### config.mk
export PLATFORM = sky130hd
export DESIGN_NAME = vram_scanout
export DESIGN_NICKNAME = d
export VERILOG_FILES = /design/src/rtl/vram_scanout.sv
export SDC_FILE = /design/constraint.sdc
export NUM_CORES = 1
export LEC_CHECK = 0
export BUFFER_PORTS_ARGS = -buffer_cell sky130_fd_sc_hd__buf_2
export CORE_MARGIN = 1.5
export CORE_UTILIZATION = 45
export DETAILED_ROUTE_END_ITERATION = 12
export PLACE_DENSITY = 0.71
export SLEW_MARGIN = 0
export SYNTH_ARGS = -nofsm -noshare
export SYNTH_HDL_FRONTEND = slang
export SYNTH_SLANG_ARGS = --single-unit
### constraint.sdc
create_clock -name RdClock -period 2.1 [get_ports RdClock]
set_input_delay 0.21 -clock RdClock [delete_from_list [all_inputs] [get_ports RdClock]]
set_output_delay 0.21 -clock RdClock [all_outputs]
set_load 0.1 [all_outputs]
### src/rtl/vram_scanout.sv
// ============================================================================
//  Module      : vram_scanout
//  Description : VGA-style scan-out master for a 2-bit Game Boy frame buffer.
//                It generates 640x480@60 timing, walks the 160x144 image
//                (integer upscaled and centred) with VRAM read requests, and
//                maps the returned pixels through the DMG palette onto
//                24-bit RGB with aligned Hsync/Vsync/De/FrameStart.
//                The pipeline has three stages from counters to output pins.
//  Options     : define SCANOUT_SCANLINES_EN to halve the brightness of the
//                last output line of every scaled image row.
//  Revision    : 1.0 - initial release
// ============================================================================
`default_nettype none

module vram_scanout #(
    parameter int H_ACTIVE = 640,
    parameter int H_FP     = 16,
    parameter int H_SYNC   = 96,
    parameter int H_BP     = 48,
    parameter int V_ACTIVE = 480,
    parameter int V_FP     = 10,
    parameter int V_SYNC   = 2,
    parameter int V_BP     = 33,
    parameter int SCALE    = 3,
    parameter int IMG_W    = 160,
    parameter int IMG_H    = 144,
    parameter int X_OFF    = 80,
    parameter int Y_OFF    = 24
) (
    input  logic        RdClock,
    input  logic        Reset,
    output logic [15:0] RdAddress,
    output logic        RdClockEn,
    input  logic [1:0]  Q,
    output logic        Hsync,
    output logic        Vsync,
    output logic        De,
    output logic [7:0]  Red,
    output logic [7:0]  Green,
    output logic [7:0]  Blue,
    output logic        FrameStart
);

    localparam int H_TOTAL = H_ACTIVE + H_FP + H_SYNC + H_BP;
    localparam int V_TOTAL = V_ACTIVE + V_FP + V_SYNC + V_BP;
    localparam int HW      = $clog2(H_TOTAL);
    localparam int VW      = $clog2(V_TOTAL);

    localparam logic [HW-1:0] c_h_last  = HW'(H_TOTAL - 1);
    localparam logic [HW-1:0] c_h_act   = HW'(H_ACTIVE);
    localparam logic [HW-1:0] c_hs_beg  = HW'(H_ACTIVE + H_FP);
    localparam logic [HW-1:0] c_hs_end  = HW'(H_ACTIVE + H_FP + H_SYNC);
    localparam logic [HW-1:0] c_x_beg   = HW'(X_OFF);
    localparam logic [HW-1:0] c_x_end   = HW'(X_OFF + IMG_W * SCALE);

    localparam logic [VW-1:0] c_v_last  = VW'(V_TOTAL - 1);
    localparam logic [VW-1:0] c_v_act   = VW'(V_ACTIVE);
    localparam logic [VW-1:0] c_vs_beg  = VW'(V_ACTIVE + V_FP);
    localparam logic [VW-1:0] c_vs_end  = VW'(V_ACTIVE + V_FP + V_SYNC);
    localparam logic [VW-1:0] c_y_beg   = VW'(Y_OFF);
    localparam logic [VW-1:0] c_y_end   = VW'(Y_OFF + IMG_H * SCALE);

    localparam logic [1:0]    c_sub_last   = 2'(SCALE - 1);
    localparam logic [7:0]    c_img_w_last = 8'(IMG_W - 1);
    localparam logic [7:0]    c_img_h_last = 8'(IMG_H - 1);

    // ------------------------------------------------------------------
    // S0: raster and image-coordinate counters
    // ------------------------------------------------------------------
    logic [HW-1:0] r_hcnt;
    logic [VW-1:0] r_vcnt;
    logic [1:0]    r_xsub;
    logic [1:0]    r_ysub;
    logic [7:0]    r_img_x;
    logic [7:0]    r_img_y;

    logic w_h_last;
    logic w_v_last;
    logic w_h_win;
    logic w_v_win;
    logic w_win;
    logic w_de;
    logic w_hs_n;
    logic w_vs_n;
    logic w_fs;

    assign w_h_last = (r_hcnt == c_h_last);
    assign w_v_last = (r_vcnt == c_v_last);
    assign w_h_win  = (r_hcnt >= c_x_beg) && (r_hcnt < c_x_end);
    assign w_v_win  = (r_vcnt >= c_y_beg) && (r_vcnt < c_y_end);
    assign w_win    = w_h_win && w_v_win;
    assign w_de     = (r_hcnt < c_h_act) && (r_vcnt < c_v_act);
    assign w_hs_n   = !((r_hcnt >= c_hs_beg) && (r_hcnt < c_hs_end));
    assign w_vs_n   = !((r_vcnt >= c_vs_beg) && (r_vcnt < c_vs_end));
    assign w_fs     = (r_hcnt == '0) && (r_vcnt == '0);

    // Raster position plus scaled image coordinates; sub-counters replace division
    always_ff @(posedge RdClock) begin
        if (Reset) begin
            r_hcnt  <= '0;
            r_vcnt  <= '0;
            r_xsub  <= '0;
            r_ysub  <= '0;
            r_img_x <= '0;
            r_img_y <= '0;
        end else begin
            if (w_h_last) begin
                r_hcnt <= '0;
                r_vcnt <= w_v_last ? '0 : r_vcnt + 1'b1;
            end else begin
                r_hcnt <= r_hcnt + 1'b1;
            end

            // Horizontal image coordinate is held at zero outside the window,
            // so the first window column always starts at img_x = 0.
            if (!w_h_win) begin
                r_xsub  <= '0;
                r_img_x <= '0;
            end else if (r_xsub == c_sub_last) begin
                r_xsub  <= '0;
                r_img_x <= (r_img_x == c_img_w_last) ? '0 : r_img_x + 1'b1;
            end else begin
                r_xsub  <= r_xsub + 1'b1;
            end

            // Vertical image coordinate steps once per line, at its end.
            if (w_h_last) begin
                if (!w_v_win || w_v_last) begin
                    r_ysub  <= '0;
                    r_img_y <= '0;
                end else if (r_ysub == c_sub_last) begin
                    r_ysub  <= '0;
                    r_img_y <= (r_img_y == c_img_h_last) ? '0 : r_img_y + 1'b1;
                end else begin
                    r_ysub  <= r_ysub + 1'b1;
                end
            end
        end
    end

    // ------------------------------------------------------------------
    // S1: VRAM request and delayed raster flags
    // ------------------------------------------------------------------
    logic r_s1_win;
    logic r_s1_de;
    logic r_s1_hs;
    logic r_s1_vs;
    logic r_s1_fs;
`ifdef SCANOUT_SCANLINES_EN
    logic r_s1_dim;
`endif

    // Issue a read only inside the image; the address is held otherwise
    always_ff @(posedge RdClock) begin
        if (Reset) begin
            RdAddress <= '0;
            RdClockEn <= 1'b0;
            r_s1_win  <= 1'b0;
            r_s1_de   <= 1'b0;
            r_s1_hs   <= 1'b1;
            r_s1_vs   <= 1'b1;
            r_s1_fs   <= 1'b0;
`ifdef SCANOUT_SCANLINES_EN
            r_s1_dim  <= 1'b0;
`endif
        end else begin
            RdClockEn <= w_win;
            if (w_win) begin
                RdAddress <= {r_img_y, r_img_x};
            end
            r_s1_win  <= w_win;
            r_s1_de   <= w_de;
            r_s1_hs   <= w_hs_n;
            r_s1_vs   <= w_vs_n;
            r_s1_fs   <= w_fs;
`ifdef SCANOUT_SCANLINES_EN
            r_s1_dim  <= (r_ysub == c_sub_last);
`endif
        end
    end

    // ------------------------------------------------------------------
    // S2: VRAM data arrives; flags follow in parallel
    // ------------------------------------------------------------------
    logic r_s2_win;
    logic r_s2_de;
    logic r_s2_hs;
    logic r_s2_vs;
    logic r_s2_fs;
`ifdef SCANOUT_SCANLINES_EN
    logic r_s2_dim;
`endif

    // Delay the raster flags to line up with the returning VRAM data
    always_ff @(posedge RdClock) begin
        if (Reset) begin
            r_s2_win <= 1'b0;
            r_s2_de  <= 1'b0;
            r_s2_hs  <= 1'b1;
            r_s2_vs  <= 1'b1;
            r_s2_fs  <= 1'b0;
`ifdef SCANOUT_SCANLINES_EN
            r_s2_dim <= 1'b0;
`endif
        end else begin
            r_s2_win <= r_s1_win;
            r_s2_de  <= r_s1_de;
            r_s2_hs  <= r_s1_hs;
            r_s2_vs  <= r_s1_vs;
            r_s2_fs  <= r_s1_fs;
`ifdef SCANOUT_SCANLINES_EN
            r_s2_dim <= r_s1_dim;
`endif
        end
    end

    logic [23:0] w_pal;
    logic [23:0] w_rgb;

    // DMG green palette lookup of the returned pixel
    always_comb begin
        w_pal = 24'h000000;
        case (Q)
            2'd0:    w_pal = 24'hE0F8D0;
            2'd1:    w_pal = 24'h88C070;
            2'd2:    w_pal = 24'h346856;
            default: w_pal = 24'h081820;
        endcase
    end

`ifdef SCANOUT_SCANLINES_EN
    assign w_rgb = r_s2_dim ? {1'b0, w_pal[23:17], 1'b0, w_pal[15:9], 1'b0, w_pal[7:1]}
                            : w_pal;
`else
    assign w_rgb = w_pal;
`endif

    // ------------------------------------------------------------------
    // S3: registered output pins
    // ------------------------------------------------------------------
    // Border and blanking are forced black; image pixels take the palette
    always_ff @(posedge RdClock) begin
        if (Reset) begin
            Hsync      <= 1'b1;
            Vsync      <= 1'b1;
            De         <= 1'b0;
            Red        <= '0;
            Green      <= '0;
            Blue       <= '0;
            FrameStart <= 1'b0;
        end else begin
            Hsync      <= r_s2_hs;
            Vsync      <= r_s2_vs;
            De         <= r_s2_de;
            FrameStart <= r_s2_fs;
            if (r_s2_win) begin
                Red   <= w_rgb[23:16];
                Green <= w_rgb[15:8];
                Blue  <= w_rgb[7:0];
            end else begin
                Red   <= '0;
                Green <= '0;
                Blue  <= '0;
            end
        end
    end

endmodule

`default_nettype wire

==> summary.md, run 1 <==
| Metric | Value |
|---|---|
| Result of the run | finished clean |
| Clk sinks | 78 |
| Iter 0 DRT Violations | 100 |
| DP Wirelength | 4484 um |
| Upper clock frequency limit | 509.5 MHz |
| Total setup violations reported at the end of the flow | 0 |
| Std cell rows | 31 |
| Share of synthesized registers carrying an async set or reset | 0% |
| Syn. warnings | 0 |
| Design internal power | 0.002175 W |
| Number of antenna violations at the first check in global routing | 0 |
| Total of flip-flops plus latches after synthesis | 78 |
| Final hold viol count | 0 |
| Clock tree from TritonCTS | done |
| Leading cell types in the layout, fill and taps excluded | 78 x sky130_fd_sc_hd__dfxtp_1, 50 x sky130_fd_sc_hd__nor2_1, 41 x sky130_fd_sc_hd__buf_2 |
| RSZ-0062 raised after global routing | no |
| Final Skew | 0.007014 ns |
| Area share of the largest cell type after synthesis | 46.65% |
| Worst-case clock buffer depth | 2 |
| Post-layout nets | 420 |
| Worst voltage drop across the vdd grid | 0.3637 mV |
| Final design instance area without fill | 3827 um2 |
| Number of vias per cell | 5.172 |
| DR DRC count | 0 |
| Area growth from synthesis to layout | 14.36% |
| Sum Neg Setup Slack | 0 ns |
| Share of layout cells above drive strength 1 | 19.36% |
| Sequential-to-total area share from yosys stat | 46.65% |
| Number of vias in the routed layout | 2,622 |
| Power per cell area | 732.1 nW/um2 |
| Chip width | 89.24 um |
| Critical Path Start Type | register |
| Worst-path cell with the longest stage delay | sky130_fd_sc_hd__dfxtp_1 |
| Critical path data required time | 2.34 ns |
| H-tree lvl count | 3 |
| Worst slack, placed | 0.1626 ns |
| Via count of the first global-routing pass | 2,336 |
| Leakage | 1.698 nW |
| Overall track demand over capacity in global routing | 16.94% |
| Largest net degree at the start of global routing | 23 |
| Clk Latency, worst-skew pair | 0.35 ns |
| Combinational fraction of design power | 4.5% |
| Worst min-delay path class | in -> reg |
| Number of standard cells after synthesis | 363 |
| Total of buffers placed on input and output ports | 41 |
| Number of distinct library cell variants in the gate-level netlist after synthesis | 44 |
| Per-instance average area after synthesis | 9.220 um2 |
| Sequential group share of total power | 53.4% |
| Cell area after synthesis | 3347 um2 |
| Count of hold buffers inserted by post-cts repair | 0 |
| Critical path buffer and inverter count | 0 |
| Sum of overflow across all layers after global routing | 0 |
| Number of synthesized flops with an enable pin | 0 |
| DR pass1 iterations | 4 |
| Clock slew at the register clock pins of the worst setup and hold paths | 0.07 ns |
| Type of element capturing the critical path | register |
| Total power consumption of the routed design | 0.002802 W |
| Number of buffers created by CTS | 9 |
| Min Tclk post-route | 1.963 ns |
| Wire per inst | 12.52 um |
| Switching part of the total | 22.39% |
| Largest delay contributor family on the critical path | simple AND/OR/NAND/NOR gates |
| Cell-by-cell trace of the critical path | ha_1 > and3_1 > and3_2 > nand3_1 > or3_4 > o32ai_1 |
| Leading register cell type out of synthesis | sky130_fd_sc_hd__dfxtp_1 |
| Switching component of the power | 0.0006275 W |
| Root Buffer Master | sky130_fd_sc_hd__clkbuf_8 |
| Max_slew headroom | 65.32% |
| Register-to-register setup slack | 0.14 ns |
| Cell types with the largest area share after synthesis | sky130_fd_sc_hd__dfxtp_1 47%, sky130_fd_sc_hd__nor2_1 5.6%, sky130_fd_sc_hd__mux2i_1 5.1% |
| Crit Path Max Fanout | 5 |
| Post-synth top area cell | sky130_fd_sc_hd__dfxtp_1 |
| Max_cap viols | 0 |
| Max-slew violations | 0 |
| Global-route wire length before repair | 10,360 um |
| Share of the clock period used by the worst path | 93.46% |
| Final weighted congestion in routability-driven placement | 0.8653 |
| Antenna Violating Nets Remaining | 0 |
| Setup CP Type | reg -> reg |
| Worst hold slack after final layout | 0.2268 ns |
| Maximum single-stage delay on the critical path | 0.39 ns |
| Data arrival time of the worst path | 2.20 ns |
| Part of the power in the clock network | 42.1% |
| IO Pins | 49 |
| Final wirelength | 6347 um |
| Number of diodes added for antenna fixing | 0 |
| Most common cell after layout, fill and taps aside | sky130_fd_sc_hd__dfxtp_1 |
| DIE AREA | 7964 um2 |
| Floorplan core area | 7214 um2 |
| Starting density of the core | 46.39% |
| Measured slew at the worst slew-check pin | 0.5155 ns |
| Slack of the critical path | 0.1373 ns |
| Die span in y | 89.24 um |
| Instance area at placement | 3622 um2 |
==> per-layer routing <==
metal | track usage [%] | share of wire (%)
met5 | 0 | 0
met1 | 20.56 | 47
met4 | 6.853 | 1.4
met2 | 27.68 | 47
met3 | 5.633 | 4.8
==> cells in the mapped netlist, types with 12 or more instances <==
cell type                  count
sky130_fd_sc_hd__mux2i_1      17
sky130_fd_sc_hd__clkbuf_1     12
sky130_fd_sc_hd__o21ai_0      13
sky130_fd_sc_hd__dfxtp_1      78
sky130_fd_sc_hd__nand2_1      16
sky130_fd_sc_hd__buf_4        16
sky130_fd_sc_hd__nand3_1      18
sky130_fd_sc_hd__nor2_1       50
sky130_fd_sc_hd__xor2_1       12
sky130_fd_sc_hd__ha_1         12
sky130_fd_sc_hd__and3_1       12
sky130_fd_sc_hd__nand4_1      12
==> power by group through the flow <==
| stage | clock network, W | logic, W | registers (W) |
|---|---|---|---|
| final | 0.00118 | 0.000127 | 0.00150 |
| after global routing | 0.00127 | 0.000137 | 0.00150 |
| after CTS | 0.00121 | 0.000127 | 0.00150 |
| after detailed placement | 0 | 0.000126 | 0.00153 |
| after global placement | 0 | 0.000125 | 0.00153 |
| after floorplan | 0 | 0.000103 | 0.00154 |
==> flip-flops by register name, summed over array words and instances, names as in the netlist, 2 cells and up <==
| register | count |
|---|---|
| Green | 3 |
| Red | 5 |
| RdAddress | 16 |
| r_hcnt | 10 |
| r_ysub | 2 |
| r_xsub | 2 |
| r_img_y | 8 |
| r_vcnt | 10 |
| r_img_x | 8 |
==> layout make-up <==
cell class,count,area (um2)
sequential,78,1562
clock buffer,11,131.4
clock inverter,4,72.57
fill,722,3387
inverter,11,41.29
tap,99,123.9
timing repair buffer,57,337.8
multi-input combinational,247,1559
==> worst paths after layout <==
kind	startpoint	endpoint	cells after the start
worst max-delay path	r_hcnt[0]	r_img_y[6]	6
worst min-delay path	Q[0]	Green[3]	3
worst max register to register	r_hcnt[0]	r_img_y[6]	6
worst min register to register	r_s2_hs	Hsync	1
==> through the flow <==
stage / cells / util (%)
2_1_floorplan: 369 / -
3_3_place_gp: 492 / 50.21
3_5_place_dp: 492 / 50.21
4_1_cts: 507 / 53.04
5_1_grt: 507 / 53.05
6_report: 507 / 53.05
==> cells by family after synthesis <==
kind of cell	count (synthesis)	synth area share [%]
AND/OR/NAND/NOR	154	24.11
flip-flops	78	46.65
buffers and inverters	44	7.477
AO/OA/AOI/OAI	40	7.626
XOR/XNOR	17	4.449
multiplexers	17	5.084
adder cells (fa/ha/maj)	12	4.486
other	1	0.1120
==> what timing repair did <==
action,CTS,global route
setup endpoints to repair,0,1
resized for setup,0,1
buffers inserted,0,0
==> worst reg2reg max path: stages, from the launching register on <==
cell and delay, ns:
sky130_fd_sc_hd__dfxtp_1 0.39, sky130_fd_sc_hd__ha_1 0.23, sky130_fd_sc_hd__and3_1 0.24, sky130_fd_sc_hd__and3_2 0.25, sky130_fd_sc_hd__nand3_1 0.10, sky130_fd_sc_hd__or3_4 0.37, sky130_fd_sc_hd__o32ai_1 0.27
(Power assumes the default switching activity.)
==> run 2: changes to the inputs <==
Settings changed: CORE_UTILIZATION 45 to 44, PLACE_DENSITY 0.71 to 0.7, SETUP_SLACK_MARGIN set to 0.15.
==> summary.md, run 2 (same netlist as run 1, synthesis figures left out) <==
| Metric | Value |
|---|---|
| Result of the run | finished clean (unchanged) |
| Largest net degree at the start of global routing | 23 (unchanged) |
| Via count of the first global-routing pass | 2,388 (was 2,336) |
| Final weighted congestion in routability-driven placement | 0.8819 (was 0.8653) |
| Final Skew | 0.01051 ns (was 0.007014 ns) |
| Number of vias in the routed layout | 2,572 (was 2,622) |
| Critical Path Start Type | register (unchanged) |
| Max-slew violations | 0 (unchanged) |
| Clk Latency, worst-skew pair | 0.36 ns (was 0.35 ns) |
| Iter 0 DRT Violations | 137 (was 100) |
| Worst min-delay path class | in -> reg (unchanged) |
| Post-CTS Setup Inserts | 0 (unchanged) |
| Final wirelength | 6156 um (was 6347 um) |
| DR DRC count | 0 (unchanged) |
| Power per cell area | 688.0 nW/um2 (was 732.1 nW/um2) |
| Placed cell count | 492 (unchanged) |
| Total setup violations reported at the end of the flow | 0 (unchanged) |
| Max_slew headroom | 67.02% (was 65.32%) |
| Starting density of the core | 45.90% (was 46.39%) |
| Met3 track demand over resource | 5.245% (was 5.633%) |
| Clk sinks | 78 (unchanged) |
| Fill cell count | 686 (was 722) |
| Leading cell types in the layout, fill and taps excluded | 75 x sky130_fd_sc_hd__dfxtp_1, 49 x sky130_fd_sc_hd__nor2_1, 41 x sky130_fd_sc_hd__buf_2 (was 78 x sky130_fd_sc_hd__dfxtp_1, 50 x sky130_fd_sc_hd__nor2_1, 41 x sky130_fd_sc_hd__buf_2) |
| Area growth from synthesis to layout | 14.95% (was 14.36%) |
| Worst-case clock buffer depth | 2 (unchanged) |
| Global-route wire length before repair | 10,630 um (was 10,360 um) |
| Total of buffers placed on input and output ports | 41 (unchanged) |
| Upper clock frequency limit | 531.3 MHz (was 509.5 MHz) |
| Met2 usage in global routing | 26.01% (was 27.68%) |
| Share of the clock period used by the worst path | 89.62% (was 93.46%) |
| Largest delay contributor family on the critical path | simple AND/OR/NAND/NOR gates (unchanged) |
| DIE AREA | 8139 um2 (was 7964 um2) |
| Root Buffer Master | sky130_fd_sc_hd__clkbuf_8 (unchanged) |
| Worst voltage drop across the vdd grid | 0.4163 mV (was 0.3637 mV) |
| Count of hold buffers inserted by post-cts repair | 0 (unchanged) |
| Setup CP Type | reg -> reg (unchanged) |
| Floorplan core area | 7292 um2 (was 7214 um2) |
| Min Tclk post-route | 1.882 ns (was 1.963 ns) |
| Max_cap viols | 0 (unchanged) |
| Number of vias per cell | 5.063 (was 5.172) |
| Post-layout nets | 420 (unchanged) |
| Total power consumption of the routed design | 0.002647 W (was 0.002802 W) |
| Cell-by-cell trace of the critical path | and4b_1 > and3_2 > nand3_1 > or3_4 > o32ai_2 (was ha_1 > and3_1 > and3_2 > nand3_1 > or3_4 > o32ai_1) |
| Number of diodes added for antenna fixing | 0 (unchanged) |
| Antenna Violating Nets Remaining | 0 (unchanged) |
| Number of buffers created by CTS | 9 (unchanged) |
| Critical path data required time | 2.37 ns (was 2.34 ns) |
| Critical path buffer and inverter count | 0 (unchanged) |
| Sum Neg Setup Slack | 0 ns (unchanged) |
| Number of flip-flops in the largest register | 16 (unchanged) |
| IO Pins | 49 (unchanged) |
| Grt peak-use layer | met2 (unchanged) |
| Clock slew at the register clock pins of the worst setup and hold paths | 0.08 ns (was 0.07 ns) |
| Chip width | 90.22 um (was 89.24 um) |
| Clock tree from TritonCTS | done (unchanged) |
| Share of layout cells above drive strength 1 | 22.74% (was 19.36%) |
| RSZ-0062 raised after global routing | yes (was no) |
| Maximum single-stage delay on the critical path | 0.48 ns (was 0.39 ns) |
| Std cell rows | 31 (unchanged) |
| Most common cell after layout, fill and taps aside | sky130_fd_sc_hd__dfxtp_1 (unchanged) |
| Measured slew at the worst slew-check pin | 0.4879 ns (was 0.5155 ns) |
| Leakage | 1.678 nW (was 1.698 nW) |
| Register with the highest flop count | RdAddress (unchanged) |
| Final hold viol count | 0 (unchanged) |
| Worst slack, placed | 0.1891 ns (was 0.1626 ns) |
| Crit Path Max Fanout | 9 (was 5) |
| Slack of the critical path | 0.2179 ns (was 0.1373 ns) |
| Data arrival time of the worst path | 2.16 ns (was 2.20 ns) |
| H-tree lvl count | 3 (unchanged) |
| Overall track demand over capacity in global routing | 16.18% (was 16.94%) |
| Met1 Usage GRT | 20.32% (was 20.56%) |
| Number of antenna violations at the first check in global routing | 0 (unchanged) |
| Die span in y | 90.22 um (was 89.24 um) |
| Worst-path cell with the longest stage delay | sky130_fd_sc_hd__dfxtp_1 (unchanged) |
| Registers with the most flip-flops | RdAddress: 16 flops, r_hcnt: 10 flops, r_vcnt: 10 flops (unchanged) |
| Type of element capturing the critical path | register (unchanged) |
| Final core utilization | 52.76% (was 53.05%) |
| Wire per inst | 12.12 um (was 12.52 um) |
| DP Wirelength | 4395 um (was 4484 um) |
| Number of cells in the finished layout apart from fillers | 508 (was 507) |
| Sum of overflow across all layers after global routing | 0 (unchanged) |
| DR pass1 iterations | 4 (unchanged) |
[run 2: changes by cell type in the layout (fill, tap and decap cells not counted), moves of 2 or more]
cell                        delta
sky130_fd_sc_hd__mux2i_1       -2
sky130_fd_sc_hd__clkbuf_1      -2
sky130_fd_sc_hd__clkinv_4      +2
sky130_fd_sc_hd__dfxtp_2       +3
sky130_fd_sc_hd__dfxtp_1       -3
sky130_fd_sc_hd__bufinv_16     -2
sky130_fd_sc_hd__mux2i_2       +2
[run 2: routing by layer]
| layer | vias up | wire, um |
|---|---|---|
| met1 | 1174 | 2925 |
| met2 | 71 | 2835 |
| met4 | 0 | 76 |
| met3 | 6 | 317 |
| met5 | - | 0 |
| li1 | 1321 | - |
[run 2: worst min-delay path, cell delays in order]
cell,delay [ns]
sky130_fd_sc_hd__buf_2,0.12
sky130_fd_sc_hd__ha_1,0.15
sky130_fd_sc_hd__nor2_1,0.04
[run 2: timing repair]
item                                    in CTS  in global routing
resized for setup                            0                 12
endpoints found under the setup margin       0                 14
endpoints found under the hold margin        0                  0
[run 2: worst paths after layout]
| path | startpoint | end | slack [ns] | depth (start not counted) |
|---|---|---|---|---|
| min reg2reg | r_s2_hs | Hsync | 0.42 | 1 |
| min | Q[0] | Green[3] | 0.22 | 3 |
| max reg2reg | r_hcnt[8] | r_img_y[3] | 0.22 | 5 |
| max | r_hcnt[8] | r_img_y[3] | 0.22 | 5 |
[run 2: layout make-up]
class | instances | area (um2) | share of cell area (%)
Clock buffer | 10 | 137.6 | 3.577
Clock inverter | 6 | 46.29 | 1.203
Timing Repair Buffer | 57 | 337.8 | 8.780
Inverter | 11 | 41.29 | 1.073
Multi-Input combinational cell | 247 | 1595 | 41.46
Sequential cell | 78 | 1565 | 40.68
Tap cell | 99 | 123.9 | 3.220
[run 2: metrics by stage]
stage | area, um2 | hold WS, ns
2_1_floorplan | 3369 | 0.3895
3_3_place_gp | 3622 | 0.3957
3_5_place_dp | 3622 | 0.3982
4_1_cts | 3806 | 0.2032
5_1_grt | 3847 | 0.2165
6_report | 3847 | 0.2153
[run 2: power by group]
| part | total [W] | switching [W] | internal [W] |
|---|---|---|---|
| clock network | 0.00103 | 0.000559 | 0.000466 |
| logic | 0.000126 | 0.000102 | 0.0000234 |
| registers | 0.00150 | 0.00000622 | 0.00149 |
==> run 3: changes to the inputs <==
Settings changed: CORE_MARGIN 1.5 to 5, CORE_UTILIZATION 44 to 47, PLACE_DENSITY 0.7 to 0.71.
Clock period 2.1 ns to 2.17 ns, I/O delays scaled along.
==> summary.md, run 3 (same netlist as run 1, synthesis figures left out) <==
| Metric | Value |
|---|---|
| Result of the run | finished clean (unchanged) |
| Area growth from synthesis to layout | 13.57% (was 14.95%) |
| Leakage | 1.683 nW (was 1.678 nW) |
| Final weighted congestion in routability-driven placement | 0.8036 (was 0.8819) |
| Area of the multi-input gates | 1560 um2 (was 1595 um2) |
| Max_slew headroom | 53.33% (was 67.02%) |
| Register-to-register setup slack | 0.24 ns (was 0.22 ns) |
| Sum Neg Setup Slack | 0 ns (unchanged) |
| Final design instance area without fill | 3801 um2 (was 3847 um2) |
| Worst min-delay path class | in -> reg (unchanged) |
| Cell-by-cell trace of the critical path | or3_1 > a221o_1 > or3_4 > o32ai_2 (was and4b_1 > and3_2 > nand3_1 > or3_4 > o32ai_2) |
| Critical path buffer and inverter count | 0 (unchanged) |
| Critical path data required time | 2.43 ns (was 2.37 ns) |
| IO Pins | 49 (unchanged) |
| Max_cap viols | 0 (unchanged) |
| Largest delay contributor family on the critical path | simple AND/OR/NAND/NOR gates (unchanged) |
| Clock tree from TritonCTS | done (unchanged) |
| Upper clock frequency limit | 517.6 MHz (was 531.3 MHz) |
| Min Tclk post-route | 1.932 ns (was 1.882 ns) |
| Clk sinks | 78 (unchanged) |
| Final wirelength | 6523 um (was 6156 um) |
| Sum of overflow across all layers after global routing | 0 (unchanged) |
| Clk Latency, worst-skew pair | 0.34 ns (was 0.36 ns) |
| Clock slew at the register clock pins of the worst setup and hold paths | 0.07 ns (was 0.08 ns) |
| DP Wirelength | 4614 um (was 4395 um) |
| Measured slew at the worst slew-check pin | 0.6903 ns (was 0.4879 ns) |
| Overall track demand over capacity in global routing | 15.34% (was 16.18%) |
| Die span in y | 94.39 um (was 90.22 um) |
| H-tree lvl count | 3 (unchanged) |
| Floorplan core area | 6869 um2 (was 7292 um2) |
| Number of diodes added for antenna fixing | 0 (unchanged) |
| Data arrival time of the worst path | 2.19 ns (was 2.16 ns) |
| DIE AREA | 8909 um2 (was 8139 um2) |
| Std cell rows | 30 (was 31) |
| Iter 0 DRT Violations | 114 (was 137) |
| RSZ-0062 raised after global routing | no (was yes) |
| Total setup violations reported at the end of the flow | 0 (unchanged) |
| Number of antenna violations at the first check in global routing | 0 (unchanged) |
| Setup CP Type | reg -> reg (unchanged) |
| Number of vias in the routed layout | 2,606 (was 2,572) |
| Fill cell count | 630 (was 686) |
| DR pass1 iterations | 4 (unchanged) |
| Leading cell types in the layout, fill and taps excluded | 77 x sky130_fd_sc_hd__dfxtp_1, 49 x sky130_fd_sc_hd__nor2_1, 41 x sky130_fd_sc_hd__buf_2 (was 75 x sky130_fd_sc_hd__dfxtp_1, 49 x sky130_fd_sc_hd__nor2_1, 41 x sky130_fd_sc_hd__buf_2) |
| Chip width | 94.39 um (was 90.22 um) |
| Most common cell after layout, fill and taps aside | sky130_fd_sc_hd__dfxtp_1 (unchanged) |
| Final hold viol count | 0 (unchanged) |
| Maximum single-stage delay on the critical path | 0.45 ns (was 0.48 ns) |
| Register with the highest flop count | RdAddress (unchanged) |
| Global-route wire length before repair | 10,960 um (was 10,630 um) |
| Post-layout nets | 417 (was 420) |
| Critical Path Start Type | register (unchanged) |
| Wire per inst | 12.99 um (was 12.12 um) |
| Largest net degree at the start of global routing | 43 (was 23) |
| Power per cell area | 695.3 nW/um2 (was 688.0 nW/um2) |
| Worst-case clock buffer depth | 2 (unchanged) |
| Number of flip-flops in the largest register | 16 (unchanged) |
| DR DRC count | 0 (unchanged) |
| Root Buffer Master | sky130_fd_sc_hd__clkbuf_8 (unchanged) |
| Antenna Violating Nets Remaining | 0 (unchanged) |
| Share of layout cells above drive strength 1 | 19.21% (was 22.74%) |
| Number of vias per cell | 5.191 (was 5.063) |
| Via count of the first global-routing pass | 2,460 (was 2,388) |
| Type of element capturing the critical path | register (unchanged) |
| Starting density of the core | 48.72% (was 45.90%) |
| Registers with the most flip-flops | RdAddress: 16 flops, r_hcnt: 10 flops, r_vcnt: 10 flops (unchanged) |
| Instance area at placement | 3588 um2 (was 3622 um2) |
| Total of buffers placed on input and output ports | 41 (unchanged) |
| Worst voltage drop across the vdd grid | 0.5025 mV (was 0.4163 mV) |
| Final Skew | 0.006052 ns (was 0.01051 ns) |
| Share of the clock period used by the worst path | 89.03% (was 89.62%) |
| Crit Path Max Fanout | 9 (unchanged) |
| Total area of sequential cells | 1563 um2 (was 1565 um2) |
| Worst-path cell with the longest stage delay | sky130_fd_sc_hd__or3_4 (was sky130_fd_sc_hd__dfxtp_1) |
| Max-slew violations | 0 (unchanged) |
| Count of hold buffers inserted by post-cts repair | 0 (unchanged) |
| Number of buffers created by CTS | 9 (unchanged) |
[run 3: cell type report]
cell class,count,area share (%)
clock buffers,13,4.180
clock inverters,3,1.119
inverters,11,1.086
multi-input cells,247,41.05
flip-flops and latches,78,41.11
well taps,96,3.160
repair buffers,54,8.295
[run 3: where the power goes]
part,internal (W),switching (W),total [W]
clock,0.000593,0.000480,0.00107
sequential,0.00144,0.00000642,0.00145
combinational,0.0000213,0.0000993,0.000121
[run 3: per-stage QoR]
| stage | total power, W | utilization (%) | hold WS, ns | setup slack, ns | std cells |
|---|---|---|---|---|---|
| after floorplan | 0.001590 | - | 0.3895 | 0.2465 | 369 |
| after global placement | 0.001600 | 52.24 | 0.3949 | 0.2900 | 485 |
| after detailed placement | 0.001602 | 52.24 | 0.3945 | 0.2504 | 485 |
| after CTS | 0.002675 | 55.17 | 0.2137 | 0.2305 | 501 |
| after global routing | 0.002745 | 55.34 | 0.2277 | 0.1596 | 502 |
| final | 0.002643 | 55.34 | 0.2296 | 0.2381 | 502 |
[run 3: layer usage]
layer / vias up / global-route usage [%] / share of wire, %
li1: 1312 / - / -
met1: 1210 / 18.05 / 44
met3: 10 / 4.622 / 6.2
met5: - / 0 / 0
met2: 74 / 26.54 / 48
met4: 0 / 5.295 / 1.4
[run 3: what timing repair did]
action | CTS | global route
gates resized for setup | 0 | 2
endpoints found under the hold margin | 0 | 0
setup endpoints to repair | 0 | 4
setup buffers | 0 | 1
[run 3: tightest hold or removal path: cells and delay by family]
family                     cells  cell delay (ns)
buffers and inverters          1             0.12
adders and majority gates      1             0.15
and+or+nand+nor                1             0.04
[run 3: worst paths after layout]
| path | start | end | cells past startpoint |
|---|---|---|---|
| worst max-delay path | r_vcnt[3] | r_img_y[3] | 4 |
| worst min-delay path | Q[0] | Green[3] | 3 |
| worst max register to register | r_vcnt[3] | r_img_y[3] | 4 |
| worst min register to register | r_s2_vs | Vsync | 1 |
